===== config.mk =====
export PLATFORM = sky130hd
export DESIGN_NAME = alu_exec_flat
export DESIGN_NICKNAME = d
export VERILOG_FILES = /design/src/rtl/alu_exec_pkg.sv /design/src/rtl/alu_exec_if.sv /design/src/rtl/alu_exec_comb.sv /design/src/rtl/alu_exec.sv /design/src/flat_wrapper.sv
export SDC_FILE = /design/constraint.sdc
export NUM_CORES = 1
export LEC_CHECK = 0
export BUFFER_PORTS_ARGS = -buffer_cell sky130_fd_sc_hd__buf_4
export CAP_MARGIN = 40
export CORE_ASPECT_RATIO = 1.1
export CORE_UTILIZATION = 55
export DETAILED_ROUTE_END_ITERATION = 7
export MAX_ROUTING_LAYER = met4
export PLACE_DENSITY = 0.76
export SYNTH_ARGS = -nofsm -noshare
export SYNTH_HDL_FRONTEND = slang
export SYNTH_HIERARCHICAL = 1
export SYNTH_SLANG_ARGS = --single-unit

===== constraint.sdc =====
create_clock -name clk -period 3.4 [get_ports clk]
set_input_delay 0.17 -clock clk [delete_from_list [all_inputs] [get_ports clk]]
set_output_delay 0.17 -clock clk [all_outputs]
set_load 0.005 [all_outputs]

===== src/rtl/alu_exec_pkg.sv =====
// Shared ALU definitions: op encodings common to the ALU-control decoder and the
// execute stage, default datapath width and the execute FSM state type.
package alu_exec_pkg;

  localparam int unsigned DEFAULT_XLEN = 32;

  localparam logic [2:0] ALU_SUB = 3'b000;
  localparam logic [2:0] ALU_ADD = 3'b001;
  localparam logic [2:0] ALU_AND = 3'b010;
  localparam logic [2:0] ALU_OR  = 3'b011;
  localparam logic [2:0] ALU_SLL = 3'b100;
  localparam logic [2:0] ALU_SLT = 3'b110;

  typedef enum logic {
    IDLE,
    SHIFT
  } alu_state_e;

endpackage


===== src/rtl/alu_exec_if.sv =====
// Operand/result handshake bundle of the execute-stage ALU.
// master = upstream producer / result consumer side, slave = alu_exec.
interface alu_exec_if
  import alu_exec_pkg::*;
#(
  parameter int unsigned XLEN = DEFAULT_XLEN
);

  logic            in_valid;
  logic            in_ready;
  logic [2:0]      alu_ctrl;
  logic [XLEN-1:0] op_a;
  logic [XLEN-1:0] op_b;
  logic            out_valid;
  logic            out_ready;
  logic [XLEN-1:0] result;
  logic            zero;
  logic            busy;

  modport master (
    output in_valid, alu_ctrl, op_a, op_b, out_ready,
    input  in_ready, out_valid, result, zero, busy
  );

  modport slave (
    input  in_valid, alu_ctrl, op_a, op_b, out_ready,
    output in_ready, out_valid, result, zero, busy
  );

endinterface


===== src/rtl/alu_exec_comb.sv =====
// Combinational single-cycle ALU ops; SLL and the reserved codes yield zero here
// and are resolved by alu_exec.
module alu_comb
  import alu_exec_pkg::*;
#(
  parameter int unsigned XLEN = DEFAULT_XLEN
) (
  input  logic [2:0]      alu_ctrl,
  input  logic [XLEN-1:0] a,
  input  logic [XLEN-1:0] b,
  output logic [XLEN-1:0] y
);

  always_comb begin
    y = '0;
    case (alu_ctrl)
      ALU_SUB: y = a - b;
      ALU_ADD: y = a + b;
      ALU_AND: y = a & b;
      ALU_OR:  y = a | b;
      ALU_SLT: y = {{(XLEN-1){1'b0}}, ($signed(a) < $signed(b))};
      default: y = '0;
    endcase
  end

endmodule


===== src/rtl/alu_exec.sv =====
// Execute-stage ALU: valid/ready handshake, registered result/zero, and an
// iterative one-bit-per-cycle SLL that stalls the stage while shifting.
module alu_exec
  import alu_exec_pkg::*;
#(
  parameter int unsigned XLEN = DEFAULT_XLEN,
  parameter int unsigned SHW  = $clog2(XLEN)
) (
  input logic     clk,
  input logic     rst,
  alu_exec_if.slave bus
);

  localparam logic [SHW-1:0] CNT_LAST = SHW'(1);

  alu_state_e      state, state_n;
  logic [XLEN-1:0] acc, acc_n;
  logic [SHW-1:0]  cnt, cnt_n;
  logic [XLEN-1:0] result_q, result_n;
  logic            zero_q, zero_n;
  logic            out_valid_q, out_valid_n;

  logic [XLEN-1:0] comb_y;
  logic [SHW-1:0]  shamt;
  logic            accept;

  alu_comb #(.XLEN(XLEN)) u_comb (
    .alu_ctrl (bus.alu_ctrl),
    .a        (bus.op_a),
    .b        (bus.op_b),
    .y        (comb_y)
  );

  assign shamt         = bus.op_b[SHW-1:0];
  assign bus.in_ready  = (state == IDLE) && (!out_valid_q || bus.out_ready);
  assign accept        = bus.in_valid && bus.in_ready;
  assign bus.out_valid = out_valid_q;
  assign bus.result    = result_q;
  assign bus.zero      = zero_q;
  assign bus.busy      = (state == SHIFT);

  always_comb begin
    state_n     = state;
    acc_n       = acc;
    cnt_n       = cnt;
    result_n    = result_q;
    zero_n      = zero_q;
    out_valid_n = out_valid_q;
    if (out_valid_q && bus.out_ready) out_valid_n = 1'b0;

    case (state)
      IDLE: begin
        if (accept) begin
          if (bus.alu_ctrl == ALU_SLL && shamt != '0) begin
            acc_n   = bus.op_a;
            cnt_n   = shamt;
            state_n = SHIFT;
          end else begin
            // SLL by zero bypasses the shifter and completes like a 1-cycle op
            result_n    = (bus.alu_ctrl == ALU_SLL) ? bus.op_a : comb_y;
            zero_n      = (result_n == '0);
            out_valid_n = 1'b1;
          end
        end
      end
      SHIFT: begin
        acc_n = acc << 1;
        cnt_n = cnt - CNT_LAST;
        if (cnt == CNT_LAST) begin
          result_n    = acc << 1;
          zero_n      = (result_n == '0);
          out_valid_n = 1'b1;
          state_n     = IDLE;
        end
      end
      default: state_n = IDLE;
    endcase
  end

  always_ff @(posedge clk or posedge rst) begin
    if (rst) begin
      state       <= IDLE;
      acc         <= '0;
      cnt         <= '0;
      result_q    <= '0;
      zero_q      <= 1'b0;
      out_valid_q <= 1'b0;
    end else begin
      state       <= state_n;
      acc         <= acc_n;
      cnt         <= cnt_n;
      result_q    <= result_n;
      zero_q      <= zero_n;
      out_valid_q <= out_valid_n;
    end
  end

endmodule


===== src/flat_wrapper.sv =====
// flat-port wrapper written by rule: the top's interface ports become plain ports
module alu_exec_flat import alu_exec_pkg::*;
#(
  parameter int unsigned XLEN = DEFAULT_XLEN,
  parameter int unsigned SHW  = $clog2(XLEN)
)
  (clk, rst, bus_in_valid, bus_alu_ctrl, bus_op_a, bus_op_b, bus_out_ready, bus_in_ready, bus_out_valid, bus_result, bus_zero, bus_busy);
  alu_exec_if #(.XLEN(XLEN)) bus_i ();
  input logic clk;
  input logic rst;
  input wire logic [$bits(bus_i.in_valid)-1:0] bus_in_valid;
  input wire logic [$bits(bus_i.alu_ctrl)-1:0] bus_alu_ctrl;
  input wire logic [$bits(bus_i.op_a)-1:0] bus_op_a;
  input wire logic [$bits(bus_i.op_b)-1:0] bus_op_b;
  input wire logic [$bits(bus_i.out_ready)-1:0] bus_out_ready;
  output wire logic [$bits(bus_i.in_ready)-1:0] bus_in_ready;
  output wire logic [$bits(bus_i.out_valid)-1:0] bus_out_valid;
  output wire logic [$bits(bus_i.result)-1:0] bus_result;
  output wire logic [$bits(bus_i.zero)-1:0] bus_zero;
  output wire logic [$bits(bus_i.busy)-1:0] bus_busy;
  assign bus_i.in_valid = bus_in_valid;
  assign bus_i.alu_ctrl = bus_alu_ctrl;
  assign bus_i.op_a = bus_op_a;
  assign bus_i.op_b = bus_op_b;
  assign bus_i.out_ready = bus_out_ready;
  assign bus_in_ready = bus_i.in_ready;
  assign bus_out_valid = bus_i.out_valid;
  assign bus_result = bus_i.result;
  assign bus_zero = bus_i.zero;
  assign bus_busy = bus_i.busy;
  alu_exec #(.XLEN(XLEN), .SHW(SHW)) u_core (.clk(clk), .rst(rst), .bus(bus_i));
endmodule

==> results by group, run 1 <==
Power
  – Cell Int Power: 3030 µW
  – Comb pwr share: 53.2%
  – Sw Pwr: 2210 µW
  – Clk pwr share: 18.2%
  – Net Sw Frac: 42.2%
  – Pwr Density: 452 nW/µm²
  – Total power: 5240 µW
  – Pleak: 0.00584 µW
  – Flop pwr share: 28.6%
  – Peak VDD IR: 827 µV

Route
  – Final ANT Viol Nets: 0
  – Initial DRT Pass Iterations: 6
  – Via-to-Cell Ratio: 6.28
  – Initial detailed-routing violation count: 1,323
  – Post-route DRC: 0
  – Vias: 10,300
  – Routed length per instance: 21.3 µm
  – Final wirelength: 34.8 mm

STA
  – Worst slew margin: 54.4%
  – TNS Setup: -0.0469 ns
  – Clock Skew: 0.00442 ns
  – Final Max Tran Viols: 0
  – Final setup fails: 1
  – Fmax: 290 MHz
  – Setup ws final: -0.0469 ns
  – Endpoints failing hold: 0
  – Tcrit/Tclk final: 101%
  – RSZ-0062 raised after global routing: true
  – Slew @ Worst Pin: 0.684 ns
  – Fin crit period: 3.45 ns

Flow run
  – Max cap viols: 0

Synthesis
  – Largest family of logic cells by synthesized area: compound AO/OA/AOI/OAI gates
  – Count leader, synth: nand2_1
  – Synth top area share: 19.8%
  – Top FF cell, synth: dfrtp_1
  – Top post-synthesis cells by count: 158 x nand2_1, 104 x inv_1, 98 x ha_1
  – Gate Count Post-Synth: 1,183
  – EDFF count, synth: 0
  – Synth area leaders: dfrtp_1 20%, ha_1 14%, nand2_1 6.6%
  – Synth async-reset ratio: 100%
  – Syn Std Cell Area: 8960 µm²
  – #FFs+latches synth: 71
  – Multiplexer area fraction after synthesis: 8.17%
  – Yosys top cell by area: dfrtp_1
  – Synth Area in XOR/XNOR: 2.54%
  – Synth Area in Compound Gates: 26.0%
  – Adder-cell share of the synthesized area: 14.1%
  – Post-Syn Area per Cell: 7.58 µm²
  – Simple-gate share of the synthesized area: 21.0%
  – Seq/Total Area, Yosys: 19.8%
  – Mapped Nets: 1,354
  – Synth warn: 6
  – Yosys cell types: 94

Clock network
  – Clock-pin slew on the worst setup and hold paths: 0.06 ns
  – Clk_lat worst skew: 0.34 ns
  – Htree depth: 3
  – TritonCTS clock tree: yes
  – Deepest clock path buffer count: 2
  – Root Driver: clkbuf_16
  – Clk sinks: 71
  – CTS Buf Count: 9

Layout
  – FF+latch area: 1780 µm²
  – Area Overhead vs Synth: 29.4%
  – Final Util: 73.4%
  – FILL cells: 1,253
  – Area of the multi-input gates: 6560 µm²
  – # diodes: 0
  – Non-filler instance count after layout: 1,637
  – Nets: 1,603
  – Post-route design area: 11,600 µm²
  – Layout cells sized above 1: 26.4%

Placement
  – Dpl cells: 1,617
  – I/O Buffers: 106
  – Placed Instance Area: 11,100 µm²
  – DP Wirelength: 27.2 mm
  – Final GP Congestion: 1.08

Die
  – Placement row count: 48
  – Core area: 15,800 µm²
  – Die width: 124 µm
  – I/O pins: 107
  – Starting Density: 56.7%
  – Die height: 136 µm
  – Die area: 16,800 µm²

Outcome
  – Failing checks: negative setup slack
  – Status: finished, violations left

Global route
  – First-pass GRT wire length: 52.2 mm
  – Largest net degree at the start of global routing: 72
  – Vias in the first global route: 9,464
  – Total gr overflow: 0
  – All-Layer GR Usage: 42.5%
  – Initial antenna violation count: 0

Setup path
  – CP Class: in2reg
  – Slowest cell on the critical path: a2111o_1
  – Startpoint Class: input port
  – Worst path max stage delay: 0.52 ns
  – Worst path required time: 3.66 ns
  – Arr. time, crit path: 3.71 ns
  – CP Capture Type: register
  – Cells along the critical path: buf_8, inv_4, ha_4, buf_4, buf_4, o21ba_2, or4_4, and2_1, a2111o_1, a21oi_2, o31ai_2, a2111oi_4, a22oi_2, nor4_1, nand4_1, a21oi_2, nand2_1, a21oi_1
  – Critical path fanouts, max: 4

Hold path
  – Hold Crit Class: in2reg
layout make-up:
type / count / area share (%)
multi-input combinational: 938 / 56.6
timing repair buffer: 303 / 19.8
sequential: 71 / 15.3
inverter: 109 / 3.55
tap: 200 / 2.16
clock buffer: 9 / 1.94
clock inverter: 7 / 0.626
path summary, 6_finish.rpt:
kind	startpoint	end	slack (ns)	depth (start not counted)
worst max-delay path	bus_op_a[0]	u_core/bus.zero$_DFFE_PP0P_	-0.05	18
worst min-delay path	bus_op_a[27]	u_core/acc[27]$_DFFE_PP0P_	0.11	3
worst max register to register	u_core/cnt[1]$_DFFE_PP0P_	u_core/bus.result[16]$_DFFE_PP0P_	1.06	7
worst min register to register	u_core/bus.result[13]$_DFFE_PP0P_	u_core/bus.result[13]$_DFFE_PP0P_	0.49	1
max in group asynchronous	rst	u_core/bus.busy$_DFF_PP0_	2.22	4
min in group asynchronous	rst	u_core/bus.result[19]$_DFFE_PP0P_	0.43	3
flip-flops by register name, indices dropped and copies added (netlist names):
name / flops
u_core/bus.out_valid: 1
u_core/bus.result: 32
u_core/bus.busy: 1
u_core/acc: 31
u_core/cnt: 5
u_core/bus.zero: 1
logic make-up after synthesis:
group                    Yosys count
AO/OA/AOI/OAI                    342
adder cells (fa/ha/maj)          100
flip-flops                        71
XOR/XNOR                          26
multiplexers                      68
buffers and inverters            174
AND/OR/NAND/NOR                  402
metal layers:
layer  track usage [%]  routed length [µm]  vias up
met5                 -                   0        -
met4              15.3                1310        0
met2              64.2               15500      625
met3              6.33                3440      102
li1                  -                   -     4725
met1              57.5               14600     4826
worst max-delay path: cells and delay by family:
kind	cells	cell delay, ns
buffers and inverters	4	0.38
and+or+nand+nor	5	1.09
adders and majority gates	1	0.16
AOI/OAI and AO/OA	8	1.92
power groups by stage:
stage | logic, µW | registers, µW | clock network, µW
floorplan | 1520 | 1420 | 0
global placement | 2570 | 1470 | 0
detailed placement | 2640 | 1490 | 0
CTS | 2670 | 1480 | 966
global route | 2980 | 1530 | 988
finish | 2790 | 1500 | 955
repair_timing:
action	CTS	global route
resized for setup	3	32
setup buffers	0	3
endpoints found under the hold margin	22	0
pin swaps	1	17
endpoints found under the setup margin	3	10
hold buffers	1	0
gates cloned	0	0
cells in the final DEF, fill, tap and decap left out, types with 30 or more instances in the layout:
cell type,instances
a21oi_1,74
buf_4,299
dfrtp_1,70
ha_1,96
inv_1,101
mux2i_1,36
nand2_1,158
nand3_1,50
nor2_1,78
nor4_1,30
o21ai_0,85
per-stage QoR:
| step | hold slack [ns] | worst slack, ns |
|---|---|---|
| 3_3_place_gp | 0.212 | -0.378 |
| 3_5_place_dp | 0.223 | -0.455 |
| 5_1_grt | 0.127 | -0.188 |
| 4_1_cts | 0.104 | 0.0285 |
| 2_1_floorplan | 0.286 | 0.0874 |
| 6_report | 0.115 | -0.0469 |
Power figures use the tool's default switching activity.
==> run 2: changes to the inputs <==
==> constraint.sdc (replaced) <==
create_clock -name clk -period 3.5 [get_ports clk]
set_input_delay 0.175 -clock clk [delete_from_list [all_inputs] [get_ports clk]]
set_output_delay 0.175 -clock clk [all_outputs]
set_load 0.005 [all_outputs]
==> run 2 against run 1 <==
  * The run now ends clean
  * Final cell count down 1.3%
  * Combinational power down 7%
  * Global-route usage down 1.2 points
  * First-iteration DRC count down 11%
  * Clock power down 2.8%
==> results by group, run 2 (synthesis gave the netlist of run 1 again) <==
Outcome
  – Status: completed

STA
  – Fmax: 293 MHz
  – Clock Skew: 0.0108 ns (+0.00635 ns)
  – Final Max Tran Viols: 0 (unchanged)
  – Worst slew margin: 40.5% (-14 points)
  – Final setup fails: 0 (-1)
  – RSZ-0062 raised after global routing: true
  – Setup ws final: 0.0837 ns (+0.131 ns)
  – Fin crit period: 3.42 ns
  – Slew @ Worst Pin: 0.889 ns (+0.205 ns)
  – Endpoints failing hold: 0 (unchanged)
  – Tcrit/Tclk final: 97.6%

Power
  – Sw Pwr: 2070 µW (-6.1%)
  – Pwr Density: 439 nW/µm² (-2.9%)
  – Cell Int Power: 2900 µW (-4.2%)
  – Clk pwr share: 18.6% (+0.4 points)
  – Pleak: 0.00571 µW (-2.1%)
  – Comb pwr share: 52.2% (-1.0 points)
  – Flop pwr share: 29.1% (+0.5 points)
  – Peak VDD IR: 569 µV (-31%)
  – Net Sw Frac: 41.7% (-0.51 points)

Hold path
  – Hold Crit Class: in2reg

Clock network
  – TritonCTS clock tree: yes
  – CTS Buf Count: 9 (unchanged)
  – Deepest clock path buffer count: 2 (unchanged)
  – Clk sinks: 71 (unchanged)
  – Clock-pin slew on the worst setup and hold paths: 0.06 ns (about the same)
  – Clk_lat worst skew: 0.34 ns (about the same)
  – Root Driver: clkbuf_16
  – Setup Buffers After CTS: 0 (unchanged)
  – Htree depth: 3 (unchanged)

Placement
  – Pre-CTS WS: -0.278 ns (+0.177 ns)
  – DP Wirelength: 26.8 mm (-1.5%)
  – I/O Buffers: 106 (unchanged)
  – Final GP Congestion: 1.03 (-4.9%)
  – Placed Instance Area: 11,000 µm² (-1.2%)

Layout
  – Most frequent cells in the layout: 277 x buf_4, 158 x nand2_1, 103 x inv_1, 98 x ha_1, 88 x o21ai_0
  – Nets: 1,580 (-1.4%)
  – Post-route design area: 11,400 µm² (-2.1%)
  – Layout cells sized above 1: 24.2% (-2.2 points)
  – Largest register FFs: 32 (unchanged)
  – Area Overhead vs Synth: 26.6%
  – FILL cells: 1,334 (+6.5%)
  – Commonest non-fill, non-tap cell in the layout: buf_4

Die
  – Die height: 136 µm (unchanged)
  – Core area: 15,800 µm² (unchanged)
  – Die area: 16,800 µm² (unchanged)
  – Die width: 124 µm (unchanged)
  – I/O pins: 107 (unchanged)
  – Placement row count: 48 (unchanged)
  – Starting Density: 56.7% (unchanged)

Route
  – Final ANT Viol Nets: 0 (unchanged)
  – DR top layer: met4
  – Met1 Wirelength: 14.9 mm (+2.3%)
  – Initial DRT Pass Iterations: 5 (-1)
  – Vias: 10,200 (-1.1%)
  – Post-route DRC: 0 (unchanged)
  – Met3 wire length: 2.52 mm (-27%)
  – Via-to-Cell Ratio: 6.29 (+0.23%)
  – Routed length per instance: 20.7 µm (-2.6%)
  – Initial detailed-routing violation count: 1,180 (-11%)
  – Routed wl met2: 14.7 mm (-5.0%)
  – Final wirelength: 33.5 mm (-3.9%)

Setup path
  – Startpoint Class: input port
  – Worst path required time: 3.72 ns (+0.06 ns)
  – Worst path max stage delay: 0.48 ns (-0.04 ns)
  – CP most frequent cell: buf_4
  – CP Class: in2reg
  – Cells along the critical path: buf_4, inv_1, ha_1, buf_4, o21ba_2, or4_4, and2_0, a2111o_1, a21oi_2, o31ai_2, a2111oi_4, a22oi_2, buf_4, mux2i_1, o21ai_0, mux2_2
  – CP Capture Type: register
  – Slowest cell on the critical path: a2111o_1
  – Critical path fanouts, max: 4 (unchanged)
  – Arr. time, crit path: 3.64 ns (-0.07 ns)

Flow run
  – Max cap viols: 0 (unchanged)

Global route
  – Largest net degree at the start of global routing: 72 (unchanged)
  – Total gr overflow: 0 (unchanged)
  – Initial antenna violation count: 1 (+1)
  – Vias in the first global route: 9,441 (-0.24%)
  – All-Layer GR Usage: 41.4% (-1.2 points)
  – First-pass GRT wire length: 51.3 mm (-1.8%)
## run 2: power by group through the flow
| stage | Sequential, µW | Clock [µW] | Combinational (µW) |
|---|---|---|---|
| after floorplan | 1380 | 0 | 1480 |
| after global placement | 1430 | 0 | 2480 |
| after detailed placement | 1450 | 0 | 2520 |
| after CTS | 1440 | 929 | 2540 |
| after global routing | 1480 | 963 | 2810 |
| final | 1450 | 928 | 2600 |
## run 2: cell type report
| type | count | area [µm²] | share of cell area [%] |
|---|---|---|---|
| multi-input combinational | 938 | 6490 | 57.1 |
| timing repair buffer | 280 | 2130 | 18.8 |
| sequential | 71 | 1780 | 15.7 |
| inverter | 109 | 409 | 3.60 |
| tap | 200 | 250 | 2.20 |
| clock buffer | 10 | 229 | 2.02 |
| clock inverter | 6 | 67.6 | 0.595 |
| antenna | 1 | 2.50 | 0.0220 |
## run 2: final timing paths
| kind | slack [ns] | startpoint | end | cells after the start |
|---|---|---|---|---|
| worst max-delay path | 0.08 | bus_op_a[0] | u_core/bus.result[31]$_DFFE_PP0P_ | 16 |
| worst min-delay path | 0.13 | bus_op_a[27] | u_core/acc[27]$_DFFE_PP0P_ | 3 |
| worst max register to register | 1.24 | u_core/cnt[1]$_DFFE_PP0P_ | u_core/bus.result[19]$_DFFE_PP0P_ | 7 |
| worst min register to register | 0.49 | u_core/bus.result[6]$_DFFE_PP0P_ | u_core/bus.result[6]$_DFFE_PP0P_ | 1 |
| max in group asynchronous | 2.18 | rst | u_core/bus.result[9]$_DFFE_PP0P_ | 4 |
| min in group asynchronous | 0.51 | rst | u_core/bus.result[20]$_DFFE_PP0P_ | 3 |
## run 2: timing repair
item                                    in CTS  in global routing
hold buffers                                 1                  0
gates resized for setup                      0                  9
endpoints found under the setup margin       0                  8
hold endpoints to repair                    28                  0
## run 2: metal layers
layer | up-vias | track usage (%)
li1 | 4681 | -
met1 | 4835 | 56.4
met2 | 538 | 61.6
met3 | 109 | 5.03
met4 | 0 | 17.1
met5 | - | -
## run 2: critical path, delay by kind of cell
family	cells	cell delay, ns
simple gates	2	0.63
buf+inv	4	0.45
mux	2	0.44
fa+ha+maj	1	0.23
compound gates	7	1.69
## run 2: per-stage QoR
step                      cells  hold slack (ns)  util (%)  TNS (ns)  total power [µW]
after floorplan            1183            0.291         -         0              2860
after global placement     1597            0.332      69.7     -1.07              3910
after detailed placement   1597            0.342      69.7     -1.49              3970
after CTS                  1614            0.124      71.6         0              4910
after global routing       1615            0.144      71.9    -0.102              5260
final                      1615            0.126      71.9         0              4980
==> run 3: changes to the inputs <==
--- a/config.mk
+++ b/config.mk
@@ -5,13 +5,14 @@
 export SDC_FILE = /design/constraint.sdc
 export NUM_CORES = 1
 export LEC_CHECK = 0
+export ABC_AREA = 1
 export BUFFER_PORTS_ARGS = -buffer_cell sky130_fd_sc_hd__buf_4
 export CAP_MARGIN = 40
 export CORE_ASPECT_RATIO = 1.1
 export CORE_UTILIZATION = 55
 export DETAILED_ROUTE_END_ITERATION = 7
 export MAX_ROUTING_LAYER = met4
-export PLACE_DENSITY = 0.76
+export PLACE_DENSITY = 0.75
 export SYNTH_ARGS = -nofsm -noshare
 export SYNTH_HDL_FRONTEND = slang
 export SYNTH_HIERARCHICAL = 1
==> run 3 against run 2 <==
  * Hold slack lost 0.061 ns
  * First-iteration DRC count down 1.2%
  * Area after synthesis up 15%
  * Sequential share of layout area is 0.14 points lower
  * Final cell count rose by 32%
  * Count of clock-buffer cells in the layout increased by 1
  * Sequential power about the same
  * Highest routed layer unchanged
==> results by group, run 3 <==
STA
  – Fmax: 368 MHz (+26%)
  – Setup ws final: 0.786 ns (+0.703 ns)
  – Worst slew margin: 50.1% (+9.6 points)
  – TNS Setup: 0 ns (unchanged)
  – Tcrit/Tclk final: 77.5% (-20 points)
  – Final setup fails: 0 (unchanged)
  – Final Max Tran Viols: 0 (unchanged)
  – Fin crit period: 2.71 ns (-0.703 ns)
  – Clock Skew: 0.00381 ns (-0.00697 ns)
  – Endpoints failing hold: 0 (unchanged)
  – Slew @ Worst Pin: 0.741 ns (-0.148 ns)
  – RSZ-0062 raised after global routing: false

Layout
  – Area Overhead vs Synth: 10.8%
  – Nets: 2,049 (+30%)
  – Most frequent cells in the layout: 607 x nand2_1, 367 x inv_1, 158 x nand3_1, 132 x nor2_1, 118 x buf_4
  – FILL cells: 1,818 (+36%)
  – # diodes: 0 (-1)
  – Post-route design area: 11,400 µm² (+0.83%)
  – Layout cells sized above 1: 9.88% (-14 points)
  – Final Util: 62.2% (-9.7 points)
  – Largest register FFs: 32 (unchanged)
  – Commonest non-fill, non-tap cell in the layout: nand2_1

Clock network
  – Root Driver: clkbuf_16
  – Htree depth: 3 (unchanged)
  – Deepest clock path buffer count: 2 (unchanged)
  – # resized after CTS: 0 (unchanged)
  – Clock-pin slew on the worst setup and hold paths: 0.05 ns (about the same)
  – CTS Buf Count: 9 (unchanged)
  – Clk_lat worst skew: 0.33 ns (about the same)
  – TritonCTS clock tree: yes
  – Clk sinks: 71 (unchanged)

Synthesis
  – Synth warn: 6 (unchanged)
  – Synth async-reset ratio: 100% (unchanged)
  – Top FF cell, synth: dfrtp_1
  – Seq/Total Area, Yosys: 17.2% (-2.6 points)
  – Post-Syn Area per Cell: 5.71 µm² (-25%)
  – Yosys top cell by area: nand2_1
  – Count leader, synth: nand2_1
  – Yosys cell types: 45 (-52%)
  – Mapped Nets: 1,979 (+46%)
  – Top post-synthesis cells by count: 607 x nand2_1, 368 x inv_1, 158 x nand3_1
  – Synth area leaders: nand2_1 22%, dfrtp_1 17%, inv_1 13%
  – Syn Std Cell Area: 10,300 µm² (+15%)
  – Gate Count Post-Synth: 1,808 (+53%)
  – Synth top area share: 22.1% (+2.2 points)
  – EDFF count, synth: 0 (unchanged)
  – #FFs+latches synth: 71 (unchanged)

Power
  – Flop pwr share: 28.5% (-0.6 points)
  – Clk pwr share: 16.2% (-2.4 points)
  – Peak VDD IR: 542 µV (-4.7%)
  – Cell Int Power: 2700 µW (-7.2%)
  – Pwr Density: 442 nW/µm² (+0.81%)
  – Comb pwr share: 55.3% (+3.1 points)
  – Total power: 5060 µW (+1.6%)
  – Net Sw Frac: 46.7% (+5.1 points)
  – Sw Pwr: 2370 µW (+14%)
  – Pleak: 0.00676 µW (+18%)

Placement
  – Final GP Congestion: 1.03 (about the same)
  – I/O Buffers: 106 (unchanged)
  – DP Wirelength: 29.7 mm (+11%)
  – Pre-CTS WS: 0.537 ns (+0.815 ns)
  – Placed Instance Area: 11,200 µm² (+1.5%)

Outcome
  – Status: completed

Setup path
  – Critical path fanouts, max: 6 (+2)
  – CP top delay family: simple AND/OR/NAND/NOR gates
  – Cells along the critical path: buf_4, ha_1, fa_1, nand3_2, nand3_2, nand2_1, nand2_1, nand2_1, nand2_1, nand2_1, nand3_1, nand3_1, nand3_1, inv_1, nand2_1, nand2_1, nand2_1, nor2_1, nand2_1, nor2_1, nand3_1, a21oi_1
  – Bufs and invs on worst path: 2 (-2)
  – CP Capture Type: register
  – Worst path required time: 3.76 ns (+0.04 ns)
  – Arr. time, crit path: 2.97 ns (-0.67 ns)
  – CP most frequent cell: nand2_1
  – Worst path max stage delay: 0.50 ns (+0.02 ns)
  – Slowest cell on the critical path: fa_1
  – Startpoint Class: input port
  – CP Class: in2reg

Route
  – Vias: 11,900 (+17%)
  – Via-to-Cell Ratio: 5.58 (-11%)
  – Final ANT Viol Nets: 0 (unchanged)
  – Initial detailed-routing violation count: 1,166 (-1.2%)
  – Initial DRT Pass Iterations: 6 (+1)
  – Post-route DRC: 0 (unchanged)
  – Final wirelength: 36.9 mm (+10%)
  – Routed length per instance: 17.4 µm (-16%)

Die
  – Placement row count: 52 (+8.3%)
  – I/O pins: 107 (unchanged)
  – Die width: 133 µm (+7.2%)
  – Die area: 19,300 µm² (+15%)
  – Starting Density: 56.1% (-0.65 points)
  – Die height: 146 µm (+7.2%)
  – Core area: 18,400 µm² (+17%)

Global route
  – Initial antenna violation count: 0 (-1)
  – Total gr overflow: 0 (unchanged)
  – All-Layer GR Usage: 39.4% (-2.0 points)
  – Largest net degree at the start of global routing: 51 (-29%)
  – Vias in the first global route: 10,900 (+16%)
  – First-pass GRT wire length: 57.7 mm (+12%)

Flow run
  – Max cap viols: 0 (unchanged)

Hold path
  – Hold Crit Class: in2reg
run 3: cell types whose count changed after synthesis, sizes merged, moves of 23 or more:
cell,change
nand2,+461
inv,+270
nand3,+117
nor2,+67
mux2i,-36
mux2,-31
o21ai,-27
a211oi,-26
clkbuf,-24
nor4,-24
o221ai,+23
run 3: cell families after synthesis:
logic type      Yosys count  synth area share [%]
buf+inv                 438                  17.3
compound gates          210                  12.4
simple gates            985                  40.5
xor+xnor                  4                 0.339
flops                    71                  17.2
fa+ha+maj               100                  12.3
run 3: power by group through the flow:
stage | clock network (µW) | registers, µW | logic [µW]
detailed placement | 0 | 1440 | 2700
global route | 865 | 1480 | 3070
floorplan | 0 | 1400 | 1830
CTS | 825 | 1440 | 2730
global placement | 0 | 1420 | 2650
finish | 820 | 1440 | 2800
run 3: what timing repair did:
item	4_1_cts	5_1_grt
setup buffers	0	0
hold buffers	1	0
hold endpoints to repair	17	0
run 3: path summary, 6_finish.rpt:
kind	start	endpoint	slack, ns	cells after the start
setup / recovery	bus_op_a[0]	u_core/bus.zero$_DFFE_PP0P_	0.79	22
hold / removal	bus_out_ready	u_core/bus.out_valid$_DFF_PP0_	0.07	2
setup reg to reg	u_core/bus.busy$_DFF_PP0_	u_core/bus.result[16]$_DFFE_PP0P_	1.23	7
hold reg to reg	u_core/bus.result[23]$_DFFE_PP0P_	u_core/bus.result[23]$_DFFE_PP0P_	0.48	2
max in group asynchronous	rst	u_core/bus.result[4]$_DFFE_PP0P_	2.34	5
min in group asynchronous	rst	u_core/acc[25]$_DFFE_PP0P_	0.41	3
run 3: layer usage:
| layer | up-vias | wire length (µm) | track usage [%] |
|---|---|---|---|
| met5 | - | 0 | - |
| met4 | 0 | 1480 | 16.3 |
| met3 | 100 | 3760 | 6.48 |
| met2 | 682 | 16000 | 59.9 |
| met1 | 5330 | 15700 | 51.7 |
| li1 | 5751 | - | - |
run 3: layout make-up:
| type | instances | area (µm²) | area share, % |
|---|---|---|---|
| Multi-Input combinational cell | 1299 | 6770 | 59.1 |
| Sequential cell | 71 | 1780 | 15.5 |
| Inverter | 377 | 1420 | 12.4 |
| Timing Repair Buffer | 120 | 916 | 8.00 |
| Tap cell | 243 | 304 | 2.66 |
| Clock buffer | 11 | 243 | 2.12 |
| Clock inverter | 4 | 22.5 | 0.197 |
run 3: stage by stage:
| step | hold slack [ns] | cells |
|---|---|---|
| after floorplan | 0.271 | 1808 |
| after global placement | 0.373 | 2108 |
| after detailed placement | 0.199 | 2109 |
| after CTS | 0.0631 | 2125 |
| after global routing | 0.0648 | 2125 |
| final | 0.0656 | 2125 |
